==> src/rtl/pool_scheduler.sv <==
// rtl/pool_scheduler.sv - 2x2 stride-2 max-pool sequencer over a row-major activation buffer
module pool_scheduler #(
    parameter int DATA_W = 8,
    parameter int DIM_W  = 5,
    parameter int ADDR_W = 8
) (
    input  logic              clk,
    input  logic              rst_n,
    input  logic              start,
    input  logic [DIM_W-1:0]  cfg_w,
    input  logic [DIM_W-1:0]  cfg_h,
    output logic              busy,
    output logic              done,
    output logic              err,
    output logic              mem_rd_en,
    output logic [ADDR_W-1:0] mem_rd_addr,
    input  logic [DATA_W-1:0] mem_rd_data,
    output logic              out_valid,
    input  logic              out_ready,
    output logic [DATA_W-1:0] out_data,
    output logic [ADDR_W-1:0] out_idx
);

    typedef enum logic [2:0] {IDLE, FETCH, WAIT, EMIT, DONE} state_t;

    localparam logic [31:0] AREA_MAX = 32'(1) << ADDR_W;

    state_t            state;
    logic [DIM_W-1:0]  w_q, h_q, pr, pc;
    logic [1:0]        k;
    logic              cap_valid, cap_first;
    logic [DATA_W-1:0] run_max, cand;
    logic [DIM_W-1:0]  half_w, pc_nxt, pr_nxt;
    logic [ADDR_W-1:0] n_win;
    logic              last_col, last_win, cfg_ok;

    function automatic logic [ADDR_W-1:0] win_addr(input logic [DIM_W-1:0] r,
                                                   input logic [DIM_W-1:0] c,
                                                   input logic [DIM_W-1:0] w,
                                                   input logic [1:0]       kk);
        return ADDR_W'(32'(r) * 32'(w) * 32'd2 + 32'(c) * 32'd2
                       + (kk[1] ? 32'(w) : 32'd0) + 32'(kk[0]));
    endfunction

    always_comb begin
        // cap_first marks the k=0 return, which always reloads the max
        cand     = (cap_first || mem_rd_data > run_max) ? mem_rd_data : run_max;
        half_w   = w_q >> 1;
        last_col = (pc == half_w - 1'b1);
        pc_nxt   = last_col ? '0 : pc + 1'b1;
        pr_nxt   = last_col ? pr + 1'b1 : pr;
        n_win    = ADDR_W'(32'(w_q >> 1) * 32'(h_q >> 1));
        last_win = (out_idx == n_win - 1'b1);
        cfg_ok   = (cfg_w != '0) && !cfg_w[0] && (cfg_h != '0) && !cfg_h[0]
                   && (32'(cfg_w) * 32'(cfg_h) <= AREA_MAX);
    end

    always_ff @(posedge clk or negedge rst_n) begin
        if (!rst_n) begin
            state       <= IDLE;
            busy        <= 1'b0;
            done        <= 1'b0;
            err         <= 1'b0;
            mem_rd_en   <= 1'b0;
            mem_rd_addr <= '0;
            out_valid   <= 1'b0;
            out_data    <= '0;
            out_idx     <= '0;
            w_q         <= '0;
            h_q         <= '0;
            pr          <= '0;
            pc          <= '0;
            k           <= '0;
            cap_valid   <= 1'b0;
            cap_first   <= 1'b0;
            run_max     <= '0;
        end else begin
            err       <= 1'b0;
            done      <= 1'b0;
            cap_valid <= mem_rd_en;
            cap_first <= mem_rd_en && (k == 2'd0);
            if (cap_valid) begin
                run_max <= cand;
            end
            case (state)
                IDLE: begin
                    if (start) begin
                        if (cfg_ok) begin
                            w_q         <= cfg_w;
                            h_q         <= cfg_h;
                            pr          <= '0;
                            pc          <= '0;
                            out_idx     <= '0;
                            k           <= 2'd0;
                            mem_rd_en   <= 1'b1;
                            mem_rd_addr <= '0;
                            busy        <= 1'b1;
                            state       <= FETCH;
                        end else begin
                            err <= 1'b1;
                        end
                    end
                end
                FETCH: begin
                    if (k == 2'd3) begin
                        mem_rd_en <= 1'b0;
                        state     <= WAIT;
                    end else begin
                        k           <= k + 2'd1;
                        mem_rd_addr <= win_addr(pr, pc, w_q, k + 2'd1);
                    end
                end
                WAIT: begin
                    // k=3 data arrives now, so fold it in directly
                    out_data  <= cand;
                    out_valid <= 1'b1;
                    state     <= EMIT;
                end
                EMIT: begin
                    if (out_ready) begin
                        out_valid <= 1'b0;
                        out_idx   <= out_idx + 1'b1;
                        pc        <= pc_nxt;
                        pr        <= pr_nxt;
                        if (last_win) begin
                            done  <= 1'b1;
                            state <= DONE;
                        end else begin
                            k           <= 2'd0;
                            mem_rd_en   <= 1'b1;
                            mem_rd_addr <= win_addr(pr_nxt, pc_nxt, w_q, 2'd0);
                            state       <= FETCH;
                        end
                    end
                end
                DONE: begin
                    busy  <= 1'b0;
                    state <= IDLE;
                end
                default: state <= IDLE;
            endcase
        end
    end

endmodule
==> config.mk <==
export PLATFORM = sky130hd
export DESIGN_NAME = pool_scheduler
export DESIGN_NICKNAME = d
export VERILOG_FILES = /design/src/rtl/pool_scheduler.sv
export SDC_FILE = /design/constraint.sdc
export NUM_CORES = 1
export LEC_CHECK = 0
export ABC_CLOCK_PERIOD_IN_PS = 10800
export CORE_MARGIN = 8
export CORE_UTILIZATION = 46
export CTS_CLUSTER_SIZE = 12
export DETAILED_ROUTE_END_ITERATION = 7
export PLACE_DENSITY = 0.69
export SETUP_SLACK_MARGIN = 0.3
export SYNTH_ARGS = -nofsm -noshare
export SYNTH_HDL_FRONTEND = slang
export SYNTH_SLANG_ARGS = --single-unit
export TNS_END_PERCENT = 50
==> constraint.sdc <==
create_clock -name clk -period 10.8 [get_ports clk]
set_input_delay 3.24 -clock clk [delete_from_list [all_inputs] [get_ports clk]]
set_output_delay 3.24 -clock clk [all_outputs]
set_load 0.02 [all_outputs]
# Word-level counts from Yosys, hierarchy flattened
# Index checks and enable logic that the tools add are counted.
# Widths: inputs -> output; s select.
# word_totals
regBits	64
out_inout_bits	29
# op_classes
add_sub_neg	10
mux	45
n_eq_ne	13
n_reduce_logical	23
multipliers	4
n_lt_le_gt_ge	2
# op_table
operator	n
$mux 8	7
$mux 5	7
$pmux 8 s3	1
$pmux 5 s2	2
$add 8x6->8	2
$pmux 8 s2	1
$mux 3	5
$mul 5x5->7	2
$mux 1	12
$ne 2x2->1 const B	6
$pmux 3 s4	1
$reduce_and 6->1	2
$add 5x1->5 const B	2
$le 10x9->1 const B	1
$mul 5x5->10	1
$mux 2	5
$reduce_bool 5->1	2
$add 8x1->8	1
$add 8x1->8 const B	1
$add 8x5->8	1
$eq 8x8->1	1
$gt 8x8->1	1
$mul 4x4->8	1
$reduce_and 4->1	2
20 further kinds	30

# Longest topological paths before layout
# logic_depth
word_depth	8
depth_mapped	24
mapped_depth_nobuf	22

# Least setup slack after synthesis
# OpenSTA, ideal clock, no wires.
# synth_path
kind	input-to-reg
start	input cfg_h[4]
end	register k[0]
setup_slack_ns	3.165
stages	16
arrival_time_ns	7.510
path_buffers	0
cell_sequence	and2_1 -> fa_1 -> inv_1 -> fa_1 -> fa_1 -> inv_1 -> ha_1 -> nor2b_1 -> o31a_1 -> o21a_1 -> or3_1 -> a311oi_4 -> nand2_1 -> a21o_1 -> nor2_8 -> mux2_2
# synth_via
elab_chain_cells	6
word_cells_on_any_way	8
# synth_lines
element	line_no	rtl
start: declaration	11	input logic [DIM_W-1:0] cfg_h,
branches (longest 3 deep; another with $mul 5x5->10)	--	
$logic_and 1x1->1 (*)	55	&& (32'(cfg_w) * 32'(cfg_h) <= AREA_MAX);
$ne 2x2->1 (no line) (*)	--	
$reduce_and 6->1 (no line) (*)	--	
end signal: assignment	109	k <= k + 2'd1;
end: declaration	30	logic [1:0] k;
# Mark *: on every way between the ends.
# A chain may end at the register's enable or synchronous reset.

# Worst setup path in the final report
# layout_path
start	input cfg_h[4]
end	register mem_rd_addr[6]
# layout_via
elab_chain_cells	6
word_cells_on_any_way	8
# layout_lines
element	line_no	rtl
branches (longest 3 deep; another with $mul 5x5->10)	--	
$logic_and 1x1->1 (*)	55	
$ne 2x2->1 (no line) (*)	--	
$reduce_and 6->1 (no line) (*)	--	
end signal: assignment	110	mem_rd_addr <= win_addr(pr, pc, w_q, k + 2'd1);
end signal: assignment	131	mem_rd_addr <= win_addr(pr_nxt, pc_nxt, w_q, 2'd0);
end: declaration	16	output logic [ADDR_W-1:0] mem_rd_addr,
# Marks and branches as above.

==> metrics.txt <==
status=complete, no violations; TritonCTS Sinks=between 60 and 70; violation count after the first detailed-route iteration=318; Die W=133 um; GRT Resource Usage Total=16.5%; CTS Hold Buffers Added=0; Max VDD drop=0.0919 mV; CTS Buffer Depth=2; clock network fraction of total power=19.0%; Clock Latency Late Sink=0.33 ns; most frequent cells in the layout=82 x inv_1, 80 x ha_1, 63 x dfrtp_1, 55 x nand2_1, 53 x and2_1; Hold Path Depth=0; final setup fails=0; drt wl/cell=15.3 um; sequential fraction of the synthesis area=around a quarter; internal power=0.890 mW; Pre-antenna DRT Iters=6; synth unique cells=56; number of synthesized register bits=63; hold_ws=0.426 ns; setup repair bufs after CTS=0; power per cell area=about 210 mW/mm^2; largest net degree at the start of global routing=64; crit path max fanout=10; setup_tns=0 ns; post-synth top area share=24.9%; vias in the first global route=roughly 5200; Tcrit/Tclk final=~75%; Slew headroom=around 33%; Buffers on Ports=50; Post-DRT Antenna Nets=0; Die Y=between 100 and 150 um; post-place setup slack=2.39 ns; Flop pwr share=29.3%; setup slack after layout=2.71 ns; Area contributors post-synth=dfrtp_1 25%, ha_1 16%, fa_1 11%, xnor2_1 5.4%, and2_1 5.2%; RSZ-0062 raised after global routing=no; switching power=~0.63 mW; part of the power in combinational logic=between 50% and 60%; Post-synth EDFFs=0; ys async rst share=100%; CTS tree=done; switching part of the total=41.3%; hpwl dp=roughly 11 mm; Syn Nets=820; Setup CP Type=input pin to flop; Layout Nets=860; Initial Util=a little under half; initial antenna violation count=0; Slew @ Worst Pin=1.01 ns; commonest non-fill, non-tap cell in the layout=inv_1; total CTS buffers=9; die area=around 0.018 mm^2; Layout Utilization=53.4%; final antenna diode count=0; vias post-DR=4819; max_cap viols=0; FF-to-FF path depth=22; syn_area_per_cell=9.27 um^2; share of layout cells above drive strength 1=6.87%; vias per cell=about 5.3; global-route wire length before repair=approximately 24 mm; R2R Setup Slk=3.52 ns; crit path DAT=8.31 ns; clock slew at reported path FFs=0.05 ns; Setup Skew=0.00640 ns; total wire length=13.9 mm; Leak Pwr=between 3 and 4 nW; Worst EP required=11.01 ns; Max Fclk=roughly 120 MHz; synth warn=0; Cells after Synth=684; clk root buf=clkbuf_16; startpoint types=input pin; final routed DRC violation total=0; row count=43; Cell Area, Synth=approximately 0.0063 mm^2; post-CTS sizing=0; final worst path period need=8.09 ns; GPL Wtd Cong=0.855; Ports=51; H-tree levels=3; grt total ovfl=0; main flop type after synthesis=dfrtp_1; Hold/Removal Path Class=flop to flop; Hold Violations, Final=0; cell taking the most area after synthesis=dfrtp_1; Area growth syn-to-layout=15.0%; CP Capture Type=flop; Final Max Slew Viols=0; core box area=0.0137 mm^2
[routing by layer]
metal / global-route usage (%) / part of all wire (%) / up-vias
li1: - / - / 2365
met1: 20.5 / 46 / 2323
met2: 28.4 / 48 / 109
met3: 2.45 / 3.6 / 22
met4: 6.18 / 1.9 / 0
met5: 0 / 0 / -
[state kept, by name (all words and copies together), names as in the netlist, 2 cells and up]
signal	cells
h_q	4
k	2
mem_rd_addr	8
out_data	8
out_idx	8
pc	5
pr	5
run_max	8
state	3
w_q	5
[cells in the mapped netlist (3+ instances only)]
cell type,instances
xor2_1,18
ha_1,80
clkbuf_1,20
mux2_2,24
o21bai_1,4
fa_1,34
nor4_1,3
nand2b_1,8
nand2_1,55
inv_1,82
a21o_1,15
nor2_1,33
buf_2,3
nor2b_1,6
o21a_1,4
a22o_1,9
dfrtp_1,63
or3_1,7
and2_1,53
nand3b_1,3
xnor2_1,39
o21ai_0,16
a21oi_1,35
nand3_1,9
mux2i_1,12
o22ai_1,6
nor3_1,9
[power groups by stage]
stage	Sequential, mW	Clock, mW	Combinational (mW)
after floorplan	0.416	0	0.585
after global placement	0.443	0	0.760
after detailed placement	0.449	0	0.789
after CTS	0.445	0.291	0.794
after global routing	0.461	0.303	0.878
final	0.445	0.288	0.783
[cells by family (layout without fill, tap and decap cells)]
family,Yosys count,in the layout,share of synthesized area (%)
flops,63,63,24.9
buf+inv,105,149,6.27
fa+ha+maj,114,114,26.5
simple gates,200,200,16.6
compound gates,109,109,11.7
mux,36,36,6.16
xor+xnor,57,57,7.87
[path summary, 6_finish.rpt]
path	start	end
setup / recovery	cfg_h[4]	mem_rd_addr[6]
hold / removal	mem_rd_en	cap_valid
setup reg to reg	w_q[1]	mem_rd_addr[7]
hold reg to reg	mem_rd_en	cap_valid
max in group asynchronous	rst_n	pr[1]
min in group asynchronous	rst_n	run_max[6]
[cell type report]
| cell class | count | area (um^2) |
|---|---|---|
| fill | 1250 | 6370 |
| clock buffer | 12 | 256 |
| multi-input combinational | 516 | 4370 |
| clock inverter | 3 | 42.5 |
| tap | 180 | 225 |
| inverter | 82 | 308 |
| timing repair buffer | 52 | 510 |
| sequential | 63 | 1580 |
[critical path, stage by stage]
cell and delay, ns:
clkdlybuf4s50_1 0.49, and2_1 0.22, fa_1 0.53, inv_1 0.05
fa_1 0.50, fa_1 0.54, inv_1 0.04, ha_1 0.34
nor2b_1 0.19, o31a_1 0.18, a22oi_1 0.10, or4_4 0.55
a311oi_4 0.39, nand2_1 0.10, a21o_1 0.26, nor2_8 0.23
mux2_2 0.36
[through the flow]
step / instance area (um^2) / total power, mW / cells
after floorplan: 6340 / 1.00 / 684
after global placement: 6990 / 1.20 / 893
after detailed placement: 6990 / 1.24 / 893
after CTS: 7290 / 1.53 / 908
after global routing: 7290 / 1.64 / 908
final: 7290 / 1.52 / 908
No activity file was read; power rests on OpenSTA's default activity.
